$ cat src/rtl/ex_div_seq_if.sv
// Request/result bundle between the ex-stage issue logic and the iterative divider.
// Latency: none, wiring only.
// Backpressure: the requester must hold off while busy is high, because start is ignored then.
interface ex_div_seq_if #(
    parameter int WIDTH = 32
);
    logic             start;
    logic             is_signed;
    logic [WIDTH-1:0] dividend;
    logic [WIDTH-1:0] divisor;
    logic             flush;
    logic             busy;
    logic             done;
    logic [WIDTH-1:0] quotient;
    logic [WIDTH-1:0] remainder;

    // The requester drives operands and flush, and observes status and results.
    modport master (
        output start, is_signed, dividend, divisor, flush,
        input  busy, done, quotient, remainder
    );

    // The divider samples operands and flush, and drives status and results.
    modport slave (
        input  start, is_signed, dividend, divisor, flush,
        output busy, done, quotient, remainder
    );
endinterface

$ cat src/rtl/ex_div_seq.sv
// Iterative restoring 32-bit divider (DIV/DIVU/REM/REMU) that borrows the ex-stage adder.
// Latency: 36 busy cycles; done pulses for one cycle, 37 cycles after start is sampled.
// Backpressure: start is ignored while busy; flush aborts at once and drops a coincident start.
module ex_div_seq #(
    parameter int WIDTH = 32
) (
    input  logic             clk,
    input  logic             rst_n,
    ex_div_seq_if.slave      bus,
    output logic [WIDTH-1:0] add_opr0,
    output logic [WIDTH-1:0] add_opr1,
    output logic             add_minus,
    input  logic [WIDTH:0]   add_result
);

    typedef enum logic [2:0] {
        S_IDLE,
        S_ABS_A,
        S_ABS_B,
        S_DIV,
        S_SGN_Q,
        S_SGN_R,
        S_DONE
    } state_t;

    state_t           state;
    logic [WIDTH-1:0] dividend_r;
    logic [WIDTH-1:0] divisor_r;
    logic             sgn_r;
    logic [WIDTH-1:0] quo_r;      // |a| on entry; quotient bits shift in from the LSB
    logic [WIDTH-1:0] rem_r;      // partial remainder
    logic [WIDTH-1:0] den_r;      // |b|
    logic             neg_q;
    logic             neg_r;
    logic [4:0]       cnt;
    logic             busy_r;
    logic             done_r;
    logic [WIDTH-1:0] quotient_r;
    logic [WIDTH-1:0] remainder_r;

    logic [WIDTH-1:0] diff;
    logic [WIDTH-1:0] shifted;
    logic             accept;

    assign diff    = add_result[WIDTH-1:0];
    assign shifted = {rem_r[WIDTH-2:0], quo_r[WIDTH-1]};
    // Once the partial remainder's MSB is set, the shifted value is at least 2^32 and so exceeds
    // any divisor. The adder's borrow cannot show this, so the MSB forces the subtraction.
    assign accept  = rem_r[WIDTH-1] | ~add_result[WIDTH];

    // Adder operands: negate (0 - x) for the abs and sign steps, trial subtract while dividing.
    always_comb begin
        add_opr0  = '0;
        add_opr1  = '0;
        add_minus = 1'b0;
        case (state)
            S_ABS_A: begin
                add_opr1  = dividend_r;
                add_minus = 1'b1;
            end
            S_ABS_B: begin
                add_opr1  = divisor_r;
                add_minus = 1'b1;
            end
            S_DIV: begin
                add_opr0  = shifted;
                add_opr1  = den_r;
                add_minus = 1'b1;
            end
            S_SGN_Q: begin
                add_opr1  = quo_r;
                add_minus = 1'b1;
            end
            S_SGN_R: begin
                add_opr1  = rem_r;
                add_minus = 1'b1;
            end
            default: begin
                add_opr0  = '0;
                add_opr1  = '0;
                add_minus = 1'b0;
            end
        endcase
    end

    // Control FSM and datapath registers; busy/done are registered alongside the state.
    always_ff @(posedge clk or negedge rst_n) begin
        if (!rst_n) begin
            state       <= S_IDLE;
            dividend_r  <= '0;
            divisor_r   <= '0;
            sgn_r       <= 1'b0;
            quo_r       <= '0;
            rem_r       <= '0;
            den_r       <= '0;
            neg_q       <= 1'b0;
            neg_r       <= 1'b0;
            cnt         <= '0;
            busy_r      <= 1'b0;
            done_r      <= 1'b0;
            quotient_r  <= '0;
            remainder_r <= '0;
        end else if (bus.flush) begin
            state  <= S_IDLE;
            busy_r <= 1'b0;
            done_r <= 1'b0;
        end else begin
            case (state)
                S_IDLE, S_DONE: begin
                    done_r <= 1'b0;
                    if (bus.start) begin
                        dividend_r <= bus.dividend;
                        divisor_r  <= bus.divisor;
                        sgn_r      <= bus.is_signed;
                        busy_r     <= 1'b1;
                        state      <= S_ABS_A;
                    end else begin
                        state <= S_IDLE;
                    end
                end
                S_ABS_A: begin
                    quo_r <= (sgn_r & dividend_r[WIDTH-1]) ? diff : dividend_r;
                    rem_r <= '0;
                    state <= S_ABS_B;
                end
                S_ABS_B: begin
                    den_r <= (sgn_r & divisor_r[WIDTH-1]) ? diff : divisor_r;
                    // A zero divisor must yield all-ones, so the quotient is never negated then.
                    neg_q <= sgn_r & (dividend_r[WIDTH-1] ^ divisor_r[WIDTH-1]) & (divisor_r != '0);
                    neg_r <= sgn_r & dividend_r[WIDTH-1];
                    cnt   <= '0;
                    state <= S_DIV;
                end
                S_DIV: begin
                    rem_r <= accept ? diff : shifted;
                    quo_r <= {quo_r[WIDTH-2:0], accept};
                    cnt   <= cnt + 5'd1;
                    if (&cnt) begin
                        state <= S_SGN_Q;
                    end
                end
                S_SGN_Q: begin
                    quotient_r <= neg_q ? diff : quo_r;
                    state      <= S_SGN_R;
                end
                S_SGN_R: begin
                    remainder_r <= neg_r ? diff : rem_r;
                    busy_r      <= 1'b0;
                    done_r      <= 1'b1;
                    state       <= S_DONE;
                end
                default: begin
                    busy_r <= 1'b0;
                    done_r <= 1'b0;
                    state  <= S_IDLE;
                end
            endcase
        end
    end

    assign bus.busy      = busy_r;
    assign bus.done      = done_r;
    assign bus.quotient  = quotient_r;
    assign bus.remainder = remainder_r;

endmodule

$ cat src/flat_wrapper.sv
// flat-port wrapper written by rule: the top's interface ports become plain ports
module ex_div_seq_flat 
#(
    parameter int WIDTH = 32
)
  (clk, rst_n, add_opr0, add_opr1, add_minus, add_result, bus_start, bus_is_signed, bus_dividend, bus_divisor, bus_flush, bus_busy, bus_done, bus_quotient, bus_remainder);
  ex_div_seq_if #(.WIDTH(WIDTH)) bus_i ();
  input  logic clk;
  input  logic rst_n;
  output logic [WIDTH-1:0] add_opr0;
  output logic [WIDTH-1:0] add_opr1;
  output logic add_minus;
  input  logic [WIDTH:0] add_result;
  input wire logic [$bits(bus_i.start)-1:0] bus_start;
  input wire logic [$bits(bus_i.is_signed)-1:0] bus_is_signed;
  input wire logic [$bits(bus_i.dividend)-1:0] bus_dividend;
  input wire logic [$bits(bus_i.divisor)-1:0] bus_divisor;
  input wire logic [$bits(bus_i.flush)-1:0] bus_flush;
  output wire logic [$bits(bus_i.busy)-1:0] bus_busy;
  output wire logic [$bits(bus_i.done)-1:0] bus_done;
  output wire logic [$bits(bus_i.quotient)-1:0] bus_quotient;
  output wire logic [$bits(bus_i.remainder)-1:0] bus_remainder;
  assign bus_i.start = bus_start;
  assign bus_i.is_signed = bus_is_signed;
  assign bus_i.dividend = bus_dividend;
  assign bus_i.divisor = bus_divisor;
  assign bus_i.flush = bus_flush;
  assign bus_busy = bus_i.busy;
  assign bus_done = bus_i.done;
  assign bus_quotient = bus_i.quotient;
  assign bus_remainder = bus_i.remainder;
  ex_div_seq #(.WIDTH(WIDTH)) u_core (.clk(clk), .rst_n(rst_n), .bus(bus_i), .add_opr0(add_opr0), .add_opr1(add_opr1), .add_minus(add_minus), .add_result(add_result));
endmodule
$ cat config.mk
export PLATFORM = sky130hd
export DESIGN_NAME = ex_div_seq_flat
export DESIGN_NICKNAME = d
export VERILOG_FILES = /design/src/rtl/ex_div_seq_if.sv /design/src/rtl/ex_div_seq.sv /design/src/flat_wrapper.sv
export SDC_FILE = /design/constraint.sdc
export NUM_CORES = 1
export LEC_CHECK = 0
export CAP_MARGIN = 20
export CELL_PAD_IN_SITES_DETAIL_PLACEMENT = 0
export CELL_PAD_IN_SITES_GLOBAL_PLACEMENT = 1
export CORE_AREA = 2 2 169 188
export DETAILED_ROUTE_END_ITERATION = 8
export DIE_AREA = 0 0 171 190
export HOLD_SLACK_MARGIN = 0.12
export PLACE_DENSITY = 0.81
export SYNTH_ARGS = -nofsm -noshare
export SYNTH_HDL_FRONTEND = slang
export SYNTH_SLANG_ARGS = --single-unit
$ cat constraint.sdc
create_clock -name clk -period 2.4 [get_ports clk]
set_input_delay 0.24 -clock clk [delete_from_list [all_inputs] [get_ports clk]]
set_output_delay 0.24 -clock clk [all_outputs]
set_load 0.01 [all_outputs]
# Word-level counts from Yosys, hierarchy flattened
# Index checks and enable logic that the tools add are counted.
[totals]
reg_bits = 237
latch_bits = 0
ramBits = 0
rom_bits = 0
in_bits = 102
mem_count = 0
[op_classes]
addsub = 1
multipliers = 0
div_mod_pow = 0
order_cmp = 0
eq_ne = 9
n_shift = 0
muxes = 20
bitwise = 8
n_reduce_logical = 15
[ops]
columns = ["op", "count"]
rows = [
  ["$mux 32", 6],
  ["$pmux 32 s5", 1],
  ["$pmux 32 s2", 2],
  ["$reduce_bool 32->1", 1],
  ["$pmux 3 s6", 1],
  ["$reduce_and 2->1", 6],
  ["$pmux 5 s2", 1],
  ["$eq 3x3->1 const B", 3],
  ["$eq 3x2->1 const B", 2],
  ["$mux 3", 2],
  ["$add 5x1->5 const B", 1],
  ["$mux 1", 5],
  ["$reduce_and 5->1", 1],
  ["$reduce_or 5->1", 1],
  ["$and 1x1->1", 4],
  ["$pmux 1 s2", 2],
  ["$reduce_bool 2->1", 2],
  ["$reduce_or 4->1", 1],
  ["$eq 3x1->1 const B", 1],
  ["$logic_not 3->1", 1],
  ["$ne 3x2->1 const B", 1],
  ["$ne 3x3->1 const B", 1],
  ["$reduce_and 3->1", 1],
  ["$ne 2x1->1 const B", 1],
  ["other kinds (4)", 5],
]

# Longest topological paths before layout
# Gate-level depths: netlist (run 1).
[depth]
depth_word = 4
ltp_mapped = 9

# Worst setup path before layout (run 1)
# OpenSTA, ideal clock, no wires.
[synth_path]
path_type = "reg2out"
startpoint = "register u_core.state[1]"
endpoint = "output port add_opr1[30]"
arrival_time_ns = 1.978
required_ns = 2.160
setup_slack_ns = 0.182
path_stages_with_launch = 9
path_cell_list = "dfrtp_1 > buf_4 > inv_2 > clkbuf_1 > ha_1 > clkbuf_1 > nor4b_1 > a21oi_1 > o21ai_0"
[synth_via]
elab_chain_len = 2
word_cells_on_any_way = 6
classes_between = "5 x eq/ne; 1 x mux"
[synth_rtl]
columns = ["item", "line", "source"]
rows = [
  ["start, declared", "ex_div_seq.sv:26", "state_t state;"],
  ["start signal, assigned", "ex_div_seq.sv:89", "state <= S_IDLE;"],
  ["start signal, assigned", "ex_div_seq.sv:104", "state <= S_IDLE;"],
  ["start signal, assigned", "ex_div_seq.sv:116", "state <= S_ABS_A;"],
  ["$eq 3x3->1, or another cell as far along", "ex_div_seq.sv:56", "case (state)"],
  ["$pmux 32 s5 *", "ex_div_seq.sv:56", ""],
  ["end, declared", "flat_wrapper.sv:11", "output logic [WIDTH-1:0] add_opr1;"],
]
# Mark *: on every way between the ends. The rest lies on a longest branch, timed or not.

# Worst setup path after layout (run 1)
[layout_path]
startpoint = "register u_core.state[2]"
endpoint = "output port add_opr1[5]"
# The elaborated chain is that of the path after synthesis.

==> metrics.md, run 1 <==
| Metric | Value |
|---|---|
| Final instance count without filler cells | 1865 |
| Die X | 171 µm |
| Sequential area share after synthesis | 0.480 |
| Synth warn | 0 |
| # IOs | 233 |
| Setup_tns | -2790 ps |
| CTS root buf | clkbuf_16 |
| Worst hold path class | input pin to asynchronous set/reset pin |
| Worst slew pin tran | 1040 ps |
| Gr busiest metal | met2 |
| Synth Instances | 1170 |
| Req. time, crit path | 2160 ps |
| DR pass1 iterations | 5 |
| Final net count | 1528 |
| Via count | 10575 |
| Initial antenna violation count | 3 |
| Crit path launch type | flop |
| Max-slew violations | 0 |
| Dominant synthesized flop cell | dfrtp_1 |
| Row count | 68 |
| Clk_lat worst skew | 540 ps |
| Layout Area Growth over Synthesis | 40.7% |
| Iter 0 DRT Violations | 759 |
| Max-cap viol count | 0 |
| PnR worst setup slack | -94.1 ps |
| Critical R2R Launch | u_core.state[2] |
| Fin crit share | 1.04 |
| CTS tree | built |
| Failing checks | negative setup slack |
| Synth async-reset ratio | 1.00 |
| CP endpoint kind | primary output |
| Kind of critical path | flop to primary output |
| Mean cell area of the mapped netlist | 10.6 µm² |
| Global-route wire length before repair | 64.2 mm |
| Fmax | 0.401 GHz |
| ANT nets after route | 0 |
| GR Util met3 | 0.0464 |
| PortBufs | 232 |
| # DRC | 0 |
| Finished Cell Area | 17400 µm² |
| Share of post-route cells with drive strength above 1 | 0.275 |
| Starting density of the core | 0.401 |
| Gr usage total | 0.256 |
| Largest net degree at the start of global routing | 97 |
| Crit path max fanout | 7 |
| DIE HEIGHT | 190 µm |
| Core box area | 30800 µm² |
| EDFF count, synth | 0 |
| Worst hold slack | 267 ps |
| Clock Skew | 18.6 ps |
| Filler cell count | 2648 |
| Arr. time, crit path | 2250 ps |
| VDD IR max | 693 µV |
| Met2 usage | 0.425 |
| Syn nets | 1276 |
| Share of the synthesized area in the top cell type | 0.480 |
| Mapped Area | 12300 µm² |
| Final Hold Fails | 0 |
| Netlist cell types | 46 |
| Synth area leaders | dfrtp_1, mux2i_1, mux2_2 |
| CTS H-tree depth | 1 |
| Clock Sink Count | 237 |
| Met1 Resource Use GR | 0.327 |
| Vias/cell | 5.67 |
| Vias in the first global route | 10957 |
| Seq. cell area | 5940 µm² |
| Area after DPL | 15400 µm² |
| Area taken by multi-input logic gates | 6460 µm² |
| FF-to-FF path depth | 8 |
| Clock transition at path regs | 60 ps |
| Routability cong. | 0.819 |
| Cts bufs inserted | 27 |
| Drt wl/cell | 22.7 µm |
| Min Tclk post-route | 2490 ps |
| Die area | 32500 µm² |
| Final WL | 42.3 mm |
| Pwr Density | 903 nW/µm² |
| Slew margin rel. | 0.304 |
| Static Leak | 7.61 nW |
| Max Root-Sink Buffers | 3 |
| #FFs+latches synth | 237 |
| CP startpoint | u_core.state[2] |
| Status | complete, but fails checks |
| Cell taking the most area after synthesis | dfrtp_1 |
| Grt ovf | 0 |
| DP HPWL | 26.8 mm |
| Placed Instances | 1776 |
| Unrepaired setup endpoints after global routing | true |
| Reg-to-reg endpoint | u_core.dividend_r[20] |
| Reg2Reg Setup Slack | 190 ps |
| Final Setup Violations | 55 |
-- worst max path at each step --
stage	cells after the start	endpoint	slack, ps
after CTS	9	add_opr1[0]	-160
after global placement	6	add_opr1[30]	40
after floorplan	8	add_opr1[30]	180
final	8	add_opr1[5]	-90
after global routing	8	add_opr0[0]	-150
after detailed placement	6	add_opr1[0]	30
-- cells in the mapped netlist (2+ instances only) --
library cell and instances:
o31ai_1 2, nor3_1 2, ha_1 4, nand2_1 74
a21oi_1 103, nand2b_1 4, dfrtp_1 237, nor2b_1 4
mux2i_1 130, and2_1 33, nand4_1 2, o22ai_1 32
buf_2 50, a211oi_1 30, buf_4 2, nand3b_1 3
a21o_1 32, o21ai_1 4, a221oi_1 31, nor2_1 107
a22oi_1 30, o21ai_0 69, nand3_1 3, or3_1 2
buf_6 10, nor4_1 8, buf_1 3, mux2_2 57
mux2_4 39, clkbuf_1 40, and3_1 2, inv_1 6
nor4b_1 2
-- flip-flops by register name, summed over array words and instances (netlist names), 3 cells and up --
name,count
u_core.dividend_r,32
u_core.cnt,5
u_core.bus.remainder,32
u_core.quo_r,32
u_core.state,3
u_core.rem_r,32
u_core.den_r,32
u_core.bus.quotient,32
u_core.divisor_r,32
-- report_power, final --
part           total (mW)  switching [mW]  internal, mW
registers            6.61            1.40          5.21
clock network        4.02            1.66          2.36
logic                5.06            2.33          2.73
total                15.7            5.39          10.3
-- critical path: stages, from the launching register on --
cell      delay [ps]
dfrtp_2          440
nor2b_4          160
buf_6            120
buf_8            130
buf_16           140
a221oi_2         320
a211oi_2          90
a21o_1           170
buf_2            140
-- kinds of logic (layout without fill, tap and decap cells) --
| kind of cell | count (synthesis) | count (layout) | share of synthesized area |
|---|---|---|---|
| AO/OA/AOI/OAI | 339 | 339 | 0.171 |
| AND/OR/NAND/NOR | 251 | 251 | 0.0932 |
| flip-flops | 237 | 237 | 0.480 |
| multiplexers | 226 | 226 | 0.205 |
| buffers and inverters | 112 | 384 | 0.0458 |
| adder cells (fa/ha/maj) | 4 | 4 | 0.00405 |
| XOR/XNOR | 1 | 1 | 0.000709 |
| other | 0 | 3 | 0 |
-- per-stage QoR --
stage	util	setup slack, ps	total power [mW]
2_1_floorplan	-	182	8.96
3_5_place_dp	0.500	25.1	11.3
3_3_place_gp	0.500	43.4	11.1
4_1_cts	0.558	-157	15.6
5_1_grt	0.564	-150	16.5
6_report	0.564	-94.1	15.7
-- placed cells by master, fill, tap and decap left out, types with 32 or more instances in the layout --
cell / Yosys / final
o21ai_0: 69 / 66
mux2i_1: 130 / 130
buf_4: 2 / 48
clkdlybuf4s50_1: 0 / 167
and2_1: 33 / 32
mux2_2: 57 / 57
o22ai_1: 32 / 32
mux2_4: 39 / 39
nor2_1: 107 / 106
dfrtp_1: 237 / 232
a21o_1: 32 / 32
a21oi_1: 103 / 102
nand2_1: 74 / 72
-- per-layer routing --
metal	vias up	part of all wire
li1	4776	-
met1	5300	0.42
met2	407	0.48
met3	92	0.064
met4	0	0.044
met5	-	0
-- timing repair --
| item | in CTS | in global routing |
|---|---|---|
| pin swaps | 36 | 29 |
| setup endpoints to repair | 64 | 64 |
| hold endpoints to repair | 70 | 0 |
| hold buffers | 1 | 0 |
| resized for setup | 316 | 53 |
| buffers inserted | 31 | 1 |
| cloned | 12 | 0 |
-- layout make-up --
class / instances / area share
multi-input combinational: 821 / 0.372
clock inverter: 6 / 0.00317
clock buffer: 43 / 0.0458
tap: 420 / 0.0302
inverter: 7 / 0.00166
antenna: 3 / 0.000432
timing repair buffer: 328 / 0.205
sequential: 237 / 0.342
Power figures use the tool's default switching activity.
==> run 2: changes to the inputs <==
- REMOVE_ABC_BUFFERS: unset -> 1
==> metrics.md, run 2 (synthesis results as in run 1) <==
| Metric | Value |
|---|---|
| Req. time, crit path | 2160 ps (about the same) |
| Clk_lat worst skew | 540 ps (about the same) |
| DIE HEIGHT | 190 µm (unchanged) |
| Unrepaired setup endpoints after global routing | true (unchanged) |
| ANT nets after route | 0 (unchanged) |
| Clock Sink Count | 237 (unchanged) |
| Final instance count without filler cells | 1866 (was 1865) |
| GR Util met3 | 0.0304 (was 0.0464) |
| Kind of critical path | flop to primary output (unchanged) |
| VDD IR max | 482 µV (was 693 µV) |
| Filler cell count | 2726 (was 2648) |
| Cell repeated most along the worst path | buf_6 |
| Starting density of the core | 0.401 (unchanged) |
| Clock power frac | 0.269 (was 0.256) |
| Internal power component | 10.6 mW (was 10.3 mW) |
| PnR worst setup slack | -75.4 ps (was -94.1 ps) |
| Worst path slowest cell | dfrtp_1 (was dfrtp_2) |
| NetSw | 5.39 mW (about the same) |
| Failing checks | negative setup slack (unchanged) |
| Comb power frac | 0.321 (was 0.322) |
| Final net count | 1532 (was 1528) |
| Most frequent cells in the layout | dfrtp_1, clkdlybuf4s50_1, mux2i_1 (unchanged) |
| Max Root-Sink Buffers | 3 (unchanged) |
| Final Setup Violations | 34 (was 55) |
| Fin crit share | 1.03 (was 1.04) |
| CP max stage delay | 400 ps (was 440 ps) |
| CTS H-tree depth | 1 (unchanged) |
| Seq. cell area | 5930 µm² (was 5940 µm²) |
| Vias/cell | 5.62 (was 5.67) |
| Clock transition at path regs | 60 ps (about the same) |
| Max-slew violations | 0 (unchanged) |
| Area taken by multi-input logic gates | 6460 µm² (about the same) |
| Share of post-route cells with drive strength above 1 | 0.260 (was 0.275) |
| Worst slew pin tran | 645 ps (was 1040 ps) |
| Via count | 10492 (was 10575) |
| Pwr Density | 918 nW/µm² (was 903 nW/µm²) |
| Clock Skew | 17.2 ps (was 18.6 ps) |
| Slew margin rel. | 0.566 (was 0.304) |
| CTS root buf | clkbuf_16 (unchanged) |
| PortBufs | 232 (unchanged) |
| FF-to-FF path depth | 8 (unchanged) |
| DP HPWL | 26.6 mm (was 26.8 mm) |
| Total chip power | 16.0 mW (was 15.7 mW) |
| Crit path max fanout | 7 (unchanged) |
| Crit path launch type | flop (unchanged) |
| Row count | 68 (unchanged) |
| Finished Cell Area | 17400 µm² (about the same) |
| Largest net degree at the start of global routing | 77 (was 97) |
| Max-cap viol count | 0 (unchanged) |
| Static Leak | 7.82 nW (was 7.61 nW) |
| Final Hold Fails | 0 (unchanged) |
| Final WL | 43.7 mm (was 42.3 mm) |
| Layout Area Growth over Synthesis | 40.7% (about the same) |
| Routability cong. | 0.829 (was 0.819) |
| # DRC | 0 (unchanged) |
| Cts bufs inserted | 26 (was 27) |
| Met2 usage | 0.468 (was 0.425) |
| Iter 0 DRT Violations | 687 (was 759) |
| Fmax | 0.404 GHz (was 0.401 GHz) |
| Drt wl/cell | 23.4 µm (was 22.7 µm) |
| CP endpoint kind | primary output (unchanged) |
| Status | complete, but fails checks (unchanged) |
| Worst hold path class | input pin to asynchronous set/reset pin (unchanged) |
| Global-route wire length before repair | 66.5 mm (was 64.2 mm) |
| Gr usage total | 0.268 (was 0.256) |
| Met1 Resource Use GR | 0.355 (was 0.327) |
| Vias in the first global route | 10851 (was 10957) |
| Reg power frac | 0.411 (was 0.421) |
| Die X | 171 µm (unchanged) |
| # IOs | 233 (unchanged) |
| Core box area | 30800 µm² (unchanged) |
| Die area | 32500 µm² (unchanged) |
| Pre-CTS WS | 81.8 ps (was 25.1 ps) |
| Critical path, cell by cell | buf_6 -> nor2b_4 -> buf_8 -> buf_12 -> buf_6 -> a221oi_2 -> a211oi_2 -> a21o_1 -> buf_2 (was nor2b_4 -> buf_6 -> buf_8 -> buf_16 -> a221oi_2 -> a211oi_2 -> a21o_1 -> buf_2) |
| Initial antenna violation count | 2 (was 3) |
| Commonest non-fill, non-tap cell in the layout | dfrtp_1 (unchanged) |
| Worst hold slack | 282 ps (was 267 ps) |
| Grt ovf | 0 (unchanged) |
| Area after DPL | 15400 µm² (about the same) |
| DR pass1 iterations | 5 (unchanged) |
| Min Tclk post-route | 2480 ps (was 2490 ps) |
| CTS tree | built (unchanged) |
| Arr. time, crit path | 2240 ps (was 2250 ps) |
| Sw frac | 0.338 (was 0.343) |
| Gr busiest metal | met2 (unchanged) |
| Placed Instances | 1773 (was 1776) |
==> run 2: cell types whose count changed in the layout (fill, tap and decap cells not counted), sizes merged, moves of 2 or more <==
cell,delta
dlygate4sd2,+30
bufinv,+2
clkbuf,-4
clkdlybuf4s15,-30
buf,+3
==> run 2: power groups by stage <==
stage          Clock [mW]  Combinational [mW]  Sequential [mW]
2_1_floorplan           0                2.55             6.35
3_3_place_gp            0                4.77             6.40
3_5_place_dp            0                4.87             6.43
4_1_cts              4.36                5.07             6.47
5_1_grt              4.51                5.56             6.69
6_report             4.28                5.12             6.55
==> run 2: path summary, 6_finish.rpt <==
check	from	end	slack [ps]
max	u_core.state[2]	add_opr1[4]	-80
min	rst_n	u_core.bus.remainder[31]	280
max reg2reg	u_core.state[1]	u_core.dividend_r[9]	210
min reg2reg	u_core.cnt[4]	u_core.cnt[4]	490
max in group asynchronous	rst_n	u_core.quo_r[19]	1330
min in group clk	bus_dividend[0]	u_core.dividend_r[0]	320
==> run 2: area by class of cell <==
cell class,count,share of cell area
clock inverter,8,0.00684
antenna,2,0.000288
inverter,7,0.00173
tap,420,0.0302
clock buffer,38,0.0459
sequential,237,0.342
multi-input combinational,821,0.372
timing repair buffer,333,0.202
==> run 2: what timing repair did <==
action / 4_1_cts / 5_1_grt
hold endpoints to repair: 72 / 0
hold buffers: 1 / 0
gates resized for setup: 270 / 38
buffers inserted: 29 / 11
gates cloned: 11 / 1
setup endpoints to repair: 64 / 65
pin swaps: 64 / 33
==> run 2: layer usage <==
layer | up-vias | part of all wire
li1 | 4782 | -
met1 | 5261 | 0.42
met3 | 60 | 0.052
met5 | - | 0
met2 | 389 | 0.51
met4 | 0 | 0.017
==> run 2: worst max-delay path, delay by kind of cell, from the launching register on <==
kind            cells  cell delay [ps]
buf+inv             5              660
flops               1              400
simple gates        1              130
compound gates      3              490
==> run 2: metrics by stage <==
| step | util | setup TNS (ps) |
|---|---|---|
| floorplan | - | -405650 |
| global placement | 0.500 | 0 |
| detailed placement | 0.500 | 0 |
| CTS | 0.560 | -1590 |
| global route | 0.564 | -5120 |
| finish | 0.564 | -951 |
==> run 3: changes to the inputs <==
- SKIP_CTS_REPAIR_TIMING: unset -> 1
==> metrics.md, run 3 (synthesis results as in run 1) <==
| Metric | Value |
|---|---|
| CTS tree | built (unchanged) |
| Vias/cell | 5.67 (was 5.62) |
| Die area | 32500 µm² (unchanged) |
| Layout Area Growth over Synthesis | 41.8% (was 40.7%) |
| Finished Cell Area | 17500 µm² (was 17400 µm²) |
| Req. time, crit path | 2160 ps (about the same) |
| Clock Sink Count | 237 (unchanged) |
| Clock transition at path regs | 60 ps (about the same) |
| Largest net degree at the start of global routing | 77 (unchanged) |
| Fmax | 0.396 GHz (was 0.404 GHz) |
| Core Util, Final | 0.569 (was 0.564) |
| VDD IR max | 477 µV (was 482 µV) |
| PnR worst setup slack | -126 ps (was -75.4 ps) |
| Min Tclk post-route | 2530 ps (was 2480 ps) |
| Unrepaired setup endpoints after global routing | true (unchanged) |
| Worst hold path class | input pin to asynchronous set/reset pin (unchanged) |
| DR pass1 iterations | 6 (was 5) |
| Critical path's top delay family | buffers and inverters (unchanged) |
| # IOs | 233 (unchanged) |
| Fin crit share | 1.05 (was 1.03) |
| Status | complete, but fails checks (unchanged) |
| Max-slew violations | 0 (unchanged) |
| Failing checks | negative setup slack (unchanged) |
| CP endpoint kind | primary output (unchanged) |
| ANT nets after route | 0 (unchanged) |
| Routed met1 length | 18.6 mm (about the same) |
| Clock Skew | 16.2 ps (was 17.2 ps) |
| Static Leak | 8.26 nW (was 7.82 nW) |
| CTS root buf | clkbuf_16 (unchanged) |
| Core box area | 30800 µm² (unchanged) |
| Drt wl/cell | 23.5 µm (was 23.4 µm) |
| Total chip power | 16.0 mW (about the same) |
| Vias in the first global route | 10400 (was 10851) |
| Share of post-route cells with drive strength above 1 | 0.252 (was 0.260) |
| Pre-CTS WS | 81.8 ps (unchanged) |
| PortBufs | 232 (unchanged) |
| Worst slew pin tran | 757 ps (was 645 ps) |
| Final Hold Fails | 0 (unchanged) |
| Buf+Inv Stages, Crit Path | 4 (was 5) |
| Global-route wire length before repair | 61.8 mm (was 66.5 mm) |
| Initial antenna violation count | 1 (was 2) |
| Crit path launch type | flop (unchanged) |
| Area after DPL | 15400 µm² (unchanged) |
| Final Setup Violations | 30 (was 34) |
| Arr. time, crit path | 2290 ps (was 2240 ps) |
| Clk_lat worst skew | 540 ps (about the same) |
| Critical path, cell by cell | buf_12 -> nor2b_4 -> buf_6 -> clkbuf_16 -> a22oi_1 -> a211oi_1 -> a21o_1 -> buf_2 (was buf_6 -> nor2b_4 -> buf_8 -> buf_12 -> buf_6 -> a221oi_2 -> a211oi_2 -> a21o_1 -> buf_2) |
| CP max stage delay | 440 ps (was 400 ps) |
| Row count | 68 (unchanged) |
| Filler cell count | 2680 (was 2726) |
| Crit path max fanout | 7 (unchanged) |
| Max-cap viol count | 0 (unchanged) |
| Cts bufs inserted | 26 (unchanged) |
| Commonest non-fill, non-tap cell in the layout | dfrtp_1 (unchanged) |
| CTS H-tree depth | 1 (unchanged) |
| Worst path slowest cell | dfrtp_2 (was dfrtp_1) |
| Kind of critical path | flop to primary output (unchanged) |
| DIE HEIGHT | 190 µm (unchanged) |
| Highest metal used | met4 (unchanged) |
| Via count | 10554 (was 10492) |
| Max Root-Sink Buffers | 3 (unchanged) |
| Met2 routed WL | 21.8 mm (was 22.1 mm) |
| Pwr Density | 913 nW/µm² (was 918 nW/µm²) |
| Final net count | 1527 (was 1532) |
| Critical R2R Launch | u_core.state[1] (unchanged) |
| Iter 0 DRT Violations | 727 (was 687) |
| # DRC | 0 (unchanged) |
| CP startpoint | u_core.state[1] (was u_core.state[2]) |
| Starting density of the core | 0.401 (unchanged) |
| Die X | 171 µm (unchanged) |
| Routability cong. | 0.829 (unchanged) |
| Final WL | 43.7 mm (about the same) |
| Gr usage total | 0.247 (was 0.268) |
| Grt ovf | 0 (unchanged) |
| DP HPWL | 26.6 mm (unchanged) |
| Metal3 WL | 2.30 mm (was 2.27 mm) |
| Slew margin rel. | 0.491 (was 0.566) |
| Most frequent cells in the layout | dfrtp_1, clkdlybuf4s50_1, mux2i_1 (unchanged) |
run 3: cell types whose count changed in the layout (fill, tap and decap cells not counted), sizes merged:
| cell | delta |
|---|---|
| diode | -1 |
| clkdlybuf4s15 | -3 |
| clkbuf | +15 |
| dlymetal6s2s | +34 |
| bufbuf | -2 |
| dlygate4sd2 | -30 |
| buf | -19 |
run 3: routing by layer:
metal  GRT usage  vias to the layer above
li1            -                     4765
met3      0.0308                       65
met1       0.327                     5359
met4      0.0658                        0
met2       0.426                      365
met5           0                        -
run 3: worst paths after layout:
path / endpoint / slack, ps / cells past startpoint
max: add_opr1[22] / -130 / 8
min in group clk: u_core.dividend_r[0] / 320 / 2
min: u_core.bus.remainder[31] / 280 / 2
min reg2reg: u_core.cnt[4] / 490 / 2
max reg2reg: u_core.dividend_r[9] / 140 / 8
max in group asynchronous: u_core.quo_r[19] / 1340 / 3
run 3: per-stage QoR:
step	std cells	hold slack, ps	setup TNS, ps
finish	1860	282	-1660
global route	1859	310	-3700
CTS	1819	-293	-22820
detailed placement	1773	280	0
global placement	1773	277	0
floorplan	1065	-55.6	-405650
run 3: power by group:
part / switching (mW) / total (mW) / internal, mW
Sequential: 1.37 / 6.58 / 5.21
Combinational: 2.38 / 5.12 / 2.74
Clock: 1.67 / 4.29 / 2.61
Total: 5.43 / 16.0 / 10.6
run 3: cell type report:
class,count,area [µm²],share of cell area
Clock buffer,38,797,0.0455
Sequential cell,237,5940,0.339
Tap cell,420,526,0.0300
Timing Repair Buffer,328,3590,0.205
Antenna cell,1,2.50,0.000143
Inverter,7,30.0,0.00171
Multi-Input combinational cell,821,6510,0.372
Clock inverter,8,119,0.00679
